**src/rtl/sub_bytes_seq.sv**
```systemverilog
// ---------------------------------------------------------------------------
// sub_bytes_seq
//
// Byte-serial substitution of an NBYTES-wide block through an external,
// registered lookup table (one read per cycle, one edge of read latency).
// A block is latched on start. Its bytes are issued to the LUT one per
// cycle, MSB byte first. Each LUT result is written back into the matching
// byte of dout one edge later. done pulses for one cycle once the final
// byte has been written.
//
// Ports
//   CLK       in   1          clock, rising edge
//   RST       in   1          asynchronous, active-high reset
//   start     in   1          request; only looked at in IDLE
//   din       in   8*NBYTES   block to substitute, byte 0 = MSB byte
//   lut_data  in   8          registered LUT output
//   lut_sel   out  8          LUT byte address (0 whenever lut_en = 0)
//   lut_en    out  1          LUT read enable
//   dout      out  8*NBYTES   substituted block, same byte order as din
//   busy      out  1          high outside IDLE
//   done      out  1          one-cycle completion pulse
//
// State | meaning
// ------+--------------------------------------------------------------
// IDLE  | waiting for start; dout holds the last complete result
// RUN   | issuing byte[idx] to the LUT, capturing the previous byte
// DRAIN | LUT idle; capturing the final byte still in flight
// DONE  | dout complete; done high for this single cycle
// ---------------------------------------------------------------------------
module sub_bytes_seq #(
    parameter int NBYTES = 16
) (
    input  logic                CLK,
    input  logic                RST,
    input  logic                start,
    input  logic [8*NBYTES-1:0] din,
    input  logic [7:0]          lut_data,
    output logic [7:0]          lut_sel,
    output logic                lut_en,
    output logic [8*NBYTES-1:0] dout,
    output logic                busy,
    output logic                done
);

    // A one-byte block still needs a one-bit index register.
    localparam int            IW   = (NBYTES > 1) ? $clog2(NBYTES) : 1;
    localparam logic [IW-1:0] LAST = IW'(NBYTES - 1);
    localparam logic [IW-1:0] ONE  = IW'(1);

    typedef enum logic [1:0] {
        IDLE  = 2'd0,
        RUN   = 2'd1,
        DRAIN = 2'd2,
        DONE  = 2'd3
    } state_t;

    state_t              state;
    logic [8*NBYTES-1:0] blk;
    logic [IW-1:0]       idx;
    logic [IW-1:0]       cap_idx;
    logic                cap_vld;

    // The LUT address is decoded straight from state and index, so the byte
    // is presented in the same cycle the index points at it.
    always_comb begin
        lut_en  = 1'b0;
        lut_sel = 8'h00;
        if (state == RUN) begin
            lut_en  = 1'b1;
            lut_sel = blk[8*(NBYTES-1-int'(idx)) +: 8];
        end
    end

    always_ff @(posedge CLK or posedge RST) begin
        if (RST) begin
            state   <= IDLE;
            blk     <= '0;
            idx     <= '0;
            cap_idx <= '0;
            cap_vld <= 1'b0;
            dout    <= '0;
            busy    <= 1'b0;
            done    <= 1'b0;
        end else begin
            done    <= 1'b0;
            cap_vld <= 1'b0;

            // lut_data now holds the result for the byte issued on the
            // previous edge; only that one byte of dout changes, so the bytes
            // not yet reached keep the previous result.
            if (cap_vld) begin
                dout[8*(NBYTES-1-int'(cap_idx)) +: 8] <= lut_data;
            end

            unique case (state)
                IDLE: begin
                    if (start) begin
                        blk   <= din;
                        idx   <= '0;
                        busy  <= 1'b1;
                        state <= RUN;
                    end
                end

                RUN: begin
                    cap_vld <= 1'b1;
                    cap_idx <= idx;
                    // Index stops at the last byte instead of wrapping.
                    if (idx == LAST) begin
                        state <= DRAIN;
                    end else begin
                        idx <= idx + ONE;
                    end
                end

                DRAIN: begin
                    done  <= 1'b1;
                    state <= DONE;
                end

                DONE: begin
                    busy  <= 1'b0;
                    state <= IDLE;
                end

                default: begin
                    busy  <= 1'b0;
                    state <= IDLE;
                end
            endcase
        end
    end

endmodule

```
**config.mk**
```make
export PLATFORM = sky130hd
export DESIGN_NAME = sub_bytes_seq
export DESIGN_NICKNAME = d
export VERILOG_FILES = /design/src/rtl/sub_bytes_seq.sv
export SDC_FILE = /design/constraint.sdc
export NUM_CORES = 1
export LEC_CHECK = 0
export ABC_AREA = 1
export BUFFER_PORTS_ARGS = -buffer_cell sky130_fd_sc_hd__buf_2
export CORE_MARGIN = 4
export CORE_UTILIZATION = 59
export CTS_CLUSTER_DIAMETER = 40
export CTS_CLUSTER_SIZE = 10
export DETAILED_ROUTE_END_ITERATION = 7
export PLACE_DENSITY = 0.86
export SLEW_MARGIN = 20
export SYNTH_ARGS = -nofsm -noshare
export SYNTH_HDL_FRONTEND = slang
export SYNTH_SLANG_ARGS = --single-unit
```
**constraint.sdc**
```tcl
create_clock -name CLK -period 25.7 [get_ports CLK]
set_input_delay 5.14 -clock CLK [delete_from_list [all_inputs] [get_ports CLK]]
set_output_delay 5.14 -clock CLK [all_outputs]
set_load 0.05 [all_outputs]
```
==> results of run 1 <==
-- power breakdown --
group	total, mW	switching [mW]	internal [mW]
Sequential	0.658	0.0884	0.570
Clock	0.481	0.186	0.295
Combinational	0.741	0.563	0.178
-- cell families (layout without fill, tap and decap cells) --
family / count (synthesis) / after routing / share of synthesized area, %
DFF: 269 / 269 / 54.7
buffers and inverters: 192 / 454 / 6.35
and+or+nand+nor: 892 / 892 / 30.6
AOI/OAI and AO/OA: 171 / 171 / 7.60
xor gates and xnor gates: 1 / 1 / 0.0712
adders and majority gates: 7 / 7 / 0.711
-- layer usage --
metal  vias to the layer above  wire length, um  global-route usage (%)
li1                       5362                -                       -
met1                      5465            14000                    41.2
met2                       687            16700                    47.9
met3                       152             3630                    5.94
met4                         0             2020                    16.0
met5                         -                0                       0
-- metrics by stage --
| stage | util, % | hold slack (ns) |
|---|---|---|
| floorplan | - | 0.444 |
| global placement | 67.5 | 0.449 |
| detailed placement | 67.5 | 0.453 |
| CTS | 73.2 | 0.466 |
| global route | 73.2 | 0.485 |
| finish | 73.2 | 0.462 |
-- cell usage in the layout (no fill, tap or decap), types with 3 or more instances in the layout --
cell,synthesis,layout
nand2_1,594,593
o21ai_0,121,121
nor2_4,7,7
o21ai_2,9,9
nand2_4,2,3
nand4_1,34,34
clkbuf_1,50,3
clkinv_2,0,6
o21ai_1,6,6
nand3_1,125,125
nor2_1,108,108
o211ai_1,17,17
inv_2,5,5
clkbuf_16,0,38
buf_4,6,4
a21oi_1,16,16
dfrtp_1,269,267
buf_2,17,277
clkinvlp_4,0,5
ha_1,7,7
inv_1,103,101
nor3_1,7,7
nand2_2,4,4
nand3_2,3,3
-- worst paths after layout --
kind	start	endpoint	slack, ns	cells after the start
max in group asynchronous	RST	dout[60]	19.41	3
min in group asynchronous	RST	blk[112]	4.78	2
setup / recovery	idx[2]	lut_sel[0]	17.36	5
setup reg to reg	cap_idx[0]	dout[48]	22.19	6
hold / removal	dout[32]	dout[32]	0.46	2
hold reg to reg	dout[32]	dout[32]	0.46	2
-- registers in the layout (all words and copies together), names as in the netlist --
register,cells
busy,1
state,2
blk,128
dout,128
done,1
idx,4
cap_vld,1
cap_idx,4
-- worst reg2reg max path: stages, from the launching register on --
cell,delay (ns)
dfrtp_1,0.55
ha_1,0.90
inv_1,0.60
nor2_4,0.64
nand2_1,0.45
nand2_1,0.19
o21ai_2,0.07
-- final cells by class --
| type | instances | area [um^2] | share of cell area [%] |
|---|---|---|---|
| tap | 270 | 338 | 2.27 |
| inverter | 112 | 434 | 2.91 |
| clock buffer | 43 | 990 | 6.64 |
| multi-input combinational | 1071 | 4810 | 32.2 |
| timing repair buffer | 283 | 1440 | 9.65 |
| clock inverter | 16 | 165 | 1.11 |
| sequential | 269 | 6730 | 45.2 |
==> implementation parameters, run 1 <==
Parameter                              Value

Logic synthesis
  Net count of the mapped netlist    1678
  Top FF cell, synth    dfrtp_1
  Post-synthesis sequential element count    269
  Most numerous cell in the Yosys netlist    nand2_1
  Synthesized instance count    1532
  Distinct cells, synth    33
  Synth top area share    54.7%
  Largest area contributor in the netlist    dfrtp_1
  Yosys warning count    0
  Number of flops mapped to enable cells by yosys    0
  Synth area leaders    dfrtp_1, nand2_1, nand3_1, o21ai_0, nor2_1
  Sequential element share of the synthesized area    54.7%
  Syn Std Cell Area    12300 um^2
  Async set-or-reset flop fraction in the synthesized netlist    100%
  Post-synth top cells    nand2_1, dfrtp_1, nand3_1
  Per-instance average area after synthesis    8.04 um^2

Placed design
  Number of cells in the design after placement    2005
  Post-detailed-placement cell area    13700 um^2
  Post-DP HPWL    24800 um
  Post-place setup slack    17.99 ns
  RePlAce Congestion    0.932
  Number of buffer cells added on primary ports    277

Final layout
  Share of post-route cells with drive strength above 1    21.4%
  Layout overhead on the synthesized area    21.1%
  Post-route cell area    14900 um^2
  Number of nets in the layout    1921
  Final cell count without fillers    2064
  Fill cell total of the finished layout    1474
  Diodes inserted    0

Floorplan
  I/O pin count    278
  Initial standard-cell utilization of the core    60.5%
  CORE AREA    20400 um^2
  DIE AREA    23200 um^2
  Total number of placement rows    52
  Die span in x    152 um
  Vertical extent of the die    152 um

Clock tree
  Number of H-tree levels    2
  Clock sink total    269
  Number of CTS-inserted buffers    38
  Clock latency reported for the late side of the worst-skew pair    0.53 ns
  Maximum buffer depth of the clock tree    3
  Clock tree from TritonCTS    done
  CTS Hold Buffers Added    0
  Buffers inserted by post-CTS timing repair    0
  Root buffer cell    clkbuf_16
  Clock slew at the register clock pins of the worst setup and hold paths    0.05 ns
  Post-CTS sizing    0

Route
  Post-route DRC violation count    0
  DRC marker count from the first detailed-route iteration    1135
  Routed wire length    36300 um
  Vias after detailed routing    11.7k
  1st-pass router iterations    6
  Remaining antenna violation count    0
  Per-cell routed wire length    17.6 um
  Via density per instance    5.65

Timing
  Summed negative setup slack over all endpoints    0 ns
  Count of endpoints failing hold in the final timing report    0
  Maximum operating frequency    0.120 GHz
  Post-route fraction of the period consumed by the critical path    32.4%
  Slew @ Worst Pin    0.967 ns
  Pins Over Slew Limit    0
  Max-slew headroom    35.4%
  Total setup violations reported at the end of the flow    0
  Final worst slack    17.36 ns
  Crit path time final    8.34 ns
  RSZ-0062 raised after global routing    no
  Post-Route Skew    0.0229 ns

Power
  Worst IR drop on VDD    0.0000855 V
  Total design power    1.88 mW
  Leakage component of the power    7.49 nW
  PD cells    126 nW/um^2

Global route
  Pin count of the biggest net entering global routing    133
  Number of antenna violations at the first check in global routing    0
  GRT overflow    0
  GRT Resource Usage Total    30.7%
  Vias in the first global route    11.2k
  Wire length of the first global-routing pass    58400 um

Critical path
  Startpoint class of the critical path    flop
  Maximum cell stage delay along the critical path    0.86 ns
  Type of element capturing the critical path    output pin
  Data required time at the worst endpoint    20.56 ns
  Cell breakdown of the critical path    clkinv_1 > nand3_1 > nand3_1 > a21oi_1 > buf_2
  Signal arrival time at the worst endpoint    3.20 ns
  Cell at the slowest stage of the critical path    dfrtp_1
  WS Path Type    reg -> out
  Gate family responsible for the most delay along the worst path    buffers and inverters
  Maximum net fanout on the critical path    22
  Number of buffers and inverters on the critical path    2
  Dominant cell type by count on the critical path    nand3_1

Min path
  Min-Delay Path Class    reg -> reg

Status
  Outcome    completed

Job
  Total of max-cap violations    0
(Power assumes the default switching activity.)
==> run 2: changes to the inputs <==
--- a/config.mk
+++ b/config.mk
@@ -8,11 +8,11 @@
 export ABC_AREA = 1
 export BUFFER_PORTS_ARGS = -buffer_cell sky130_fd_sc_hd__buf_2
 export CORE_MARGIN = 4
-export CORE_UTILIZATION = 59
+export CORE_UTILIZATION = 54
 export CTS_CLUSTER_DIAMETER = 40
 export CTS_CLUSTER_SIZE = 10
 export DETAILED_ROUTE_END_ITERATION = 7
-export PLACE_DENSITY = 0.86
+export PLACE_DENSITY = 0.8
 export SLEW_MARGIN = 20
 export SYNTH_ARGS = -nofsm -noshare
 export SYNTH_HDL_FRONTEND = slang
==> constraint.sdc (replaced) <==
create_clock -name CLK -period 8.3 [get_ports CLK]
set_input_delay 1.66 -clock CLK [delete_from_list [all_inputs] [get_ports CLK]]
set_output_delay 1.66 -clock CLK [all_outputs]
set_load 0.05 [all_outputs]
==> implementation parameters, run 2 (synthesized netlist as in run 1, its figures left out) <==
Parameter                              Value

Critical path
  Startpoint class of the critical path    flop
  Type of element capturing the critical path    output pin
  Signal arrival time at the worst endpoint    3.02 ns (-0.18 ns)
  WS Path Type    reg -> out
  Data required time at the worst endpoint    6.64 ns (-13.92 ns)
  Maximum net fanout on the critical path    22 (unchanged)

Route
  DRC marker count from the first detailed-route iteration    958 (-16%)
  Via density per instance    5.42 (-4.0%)
  Routed wire length    34900 um (-4.0%)
  1st-pass router iterations    5 (-1)
  Per-cell routed wire length    16.8 um (-4.6%)
  Remaining antenna violation count    0 (unchanged)
  Vias after detailed routing    11.3k (-3.4%)
  Post-route DRC violation count    0 (unchanged)

Clock tree
  Number of CTS-inserted buffers    38 (unchanged)
  Root buffer cell    clkbuf_16
  Clock tree from TritonCTS    done
  Clock slew at the register clock pins of the worst setup and hold paths    0.05 ns (about the same)
  CTS Hold Buffers Added    0 (unchanged)
  Maximum buffer depth of the clock tree    3 (unchanged)
  Post-CTS sizing    0 (unchanged)
  Clock sink total    269 (unchanged)
  Number of H-tree levels    2 (unchanged)
  Buffers inserted by post-CTS timing repair    0 (unchanged)
  Clock latency reported for the late side of the worst-skew pair    0.52 ns (about the same)

Final layout
  Top library cells by usage in the layout, fill and taps aside    nand2_1, buf_2, dfrtp_1
  Share of post-route cells with drive strength above 1    21.4% (-0.036 points)
  Number of nets in the layout    1921 (unchanged)
  Post-route cell area    14900 um^2 (+0.15%)
  Commonest non-fill, non-tap cell in the layout    nand2_1
  Diodes inserted    0 (unchanged)
  Final cell count without fillers    2077 (+0.63%)
  Layout overhead on the synthesized area    21.3%
  Fraction of the core area covered by cells at the end of the flow    67.6% (-5.6 points)
  Top Registers    blk x128, dout x128

Floorplan
  Die span in x    159 um (+4.3%)
  CORE AREA    22100 um^2 (+8.5%)
  Total number of placement rows    54 (+3.8%)
  Vertical extent of the die    159 um (+4.3%)
  Initial standard-cell utilization of the core    55.7% (-4.7 points)
  DIE AREA    25300 um^2 (+8.8%)
  I/O pin count    278 (unchanged)

Power
  PD cells    386 nW/um^2 (+210%)
  Worst IR drop on VDD    0.000204 V (+140%)
  Clock power share    25.7% (about the same)
  Leakage component of the power    7.50 nW (+0.12%)
  Total design power    5.77 mW (+210%)
  Combinational group share of total power    39.2% (-0.2 points)
  Sw frac    43.8% (-0.67 points)
  Net switching power of the design    2.53 mW (+200%)
  Seq pwr share    35.1% (about the same)
  Internal portion of total power    3.24 mW (+210%)

Placed design
  Post-detailed-placement cell area    13800 um^2 (+0.12%)
  Number of cells in the design after placement    2015 (+0.50%)
  RePlAce Congestion    0.895 (-3.9%)
  Post-DP HPWL    24500 um (-0.84%)
  Number of buffer cells added on primary ports    277 (unchanged)
  Post-place setup slack    4.23 ns (-13.76 ns)

Job
  Total of max-cap violations    0 (unchanged)

Global route
  GR met2 Demand/Resource    43.3% (-4.6 points)
  Pin count of the biggest net entering global routing    181 (+36%)
  Global routing usage on met3    5.98% (+0.044 points)
  Vias in the first global route    11.1k (-1.5%)
  Most crowded layer after global routing    met2
  GRT Resource Usage Total    27.2% (-3.5 points)
  Wire length of the first global-routing pass    56600 um (-3.0%)
  Number of antenna violations at the first check in global routing    3 (+3)
  Routing usage on met1    36.7% (-4.5 points)
  GRT overflow    0 (unchanged)

Timing
  Slew @ Worst Pin    1.09 ns (+0.127 ns)
  RSZ-0062 raised after global routing    no
  Final worst slack    3.62 ns (-13.75 ns)
  Total setup violations reported at the end of the flow    0 (unchanged)
  Maximum operating frequency    0.214 GHz
  Post-Route Skew    0.0175 ns (-0.00532 ns)
  Count of endpoints failing hold in the final timing report    0 (unchanged)
  Pins Over Slew Limit    0 (unchanged)
  Min Hold Slack    0.464 ns (+0.00159 ns)
  Crit path time final    4.68 ns
  Max-slew headroom    26.9% (-8.5 points)
  Post-route fraction of the period consumed by the critical path    56.4%
  Summed negative setup slack over all endpoints    0 ns (unchanged)

Min path
  Min-Delay Path Class    reg -> reg

Status
  Outcome    completed
==> run 2: per-layer routing <==
layer | part of all wire [%] | routed length [um] | vias to the layer above
met3 | 8.3 | 2890 | 105
met4 | 4.2 | 1450 | 6
li1 | - | - | 5377
met2 | 46 | 16100 | 532
met5 | 0.13 | 45 | -
met1 | 41 | 14400 | 5247
==> run 2: worst paths after layout <==
check                           startpoint    endpoint  slack [ns]  depth (start not counted)
worst min-delay path              dout[30]    dout[30]        0.46                          2
worst max-delay path                idx[2]  lut_sel[3]        3.62                          5
worst max register to register  cap_idx[0]    dout[48]        4.96                          6
max in group asynchronous              RST      idx[1]        6.12                          3
worst min register to register    dout[30]    dout[30]        0.46                          2
min in group asynchronous              RST    dout[86]        1.41                          3
==> run 2: area by class of cell <==
| type | instances | area, um^2 |
|---|---|---|
| clock inverters | 12 | 103 |
| flip-flops and latches | 269 | 6730 |
| inverters | 112 | 430 |
| fillers | 1864 | 7170 |
| multi-input cells | 1071 | 4810 |
| well taps | 280 | 350 |
| repair buffers | 283 | 1450 |
| clock buffers | 50 | 1060 |
==> run 2: power groups by stage <==
stage               clock network (mW)  logic (mW)  registers, mW
floorplan                            0        1.28           2.44
global placement                     0        2.19           2.02
detailed placement                   0        2.24           2.04
CTS                               1.50        2.26           2.02
global route                      1.56        2.49           2.07
finish                            1.48        2.26           2.02
==> run 2: critical path, stage by stage, from the launching register on <==
cell and delay, ns:
dfrtp_1 0.88, clkinv_1 0.74, nand3_1 0.28, nand3_1 0.10, a21oi_1 0.20, buf_2 0.30
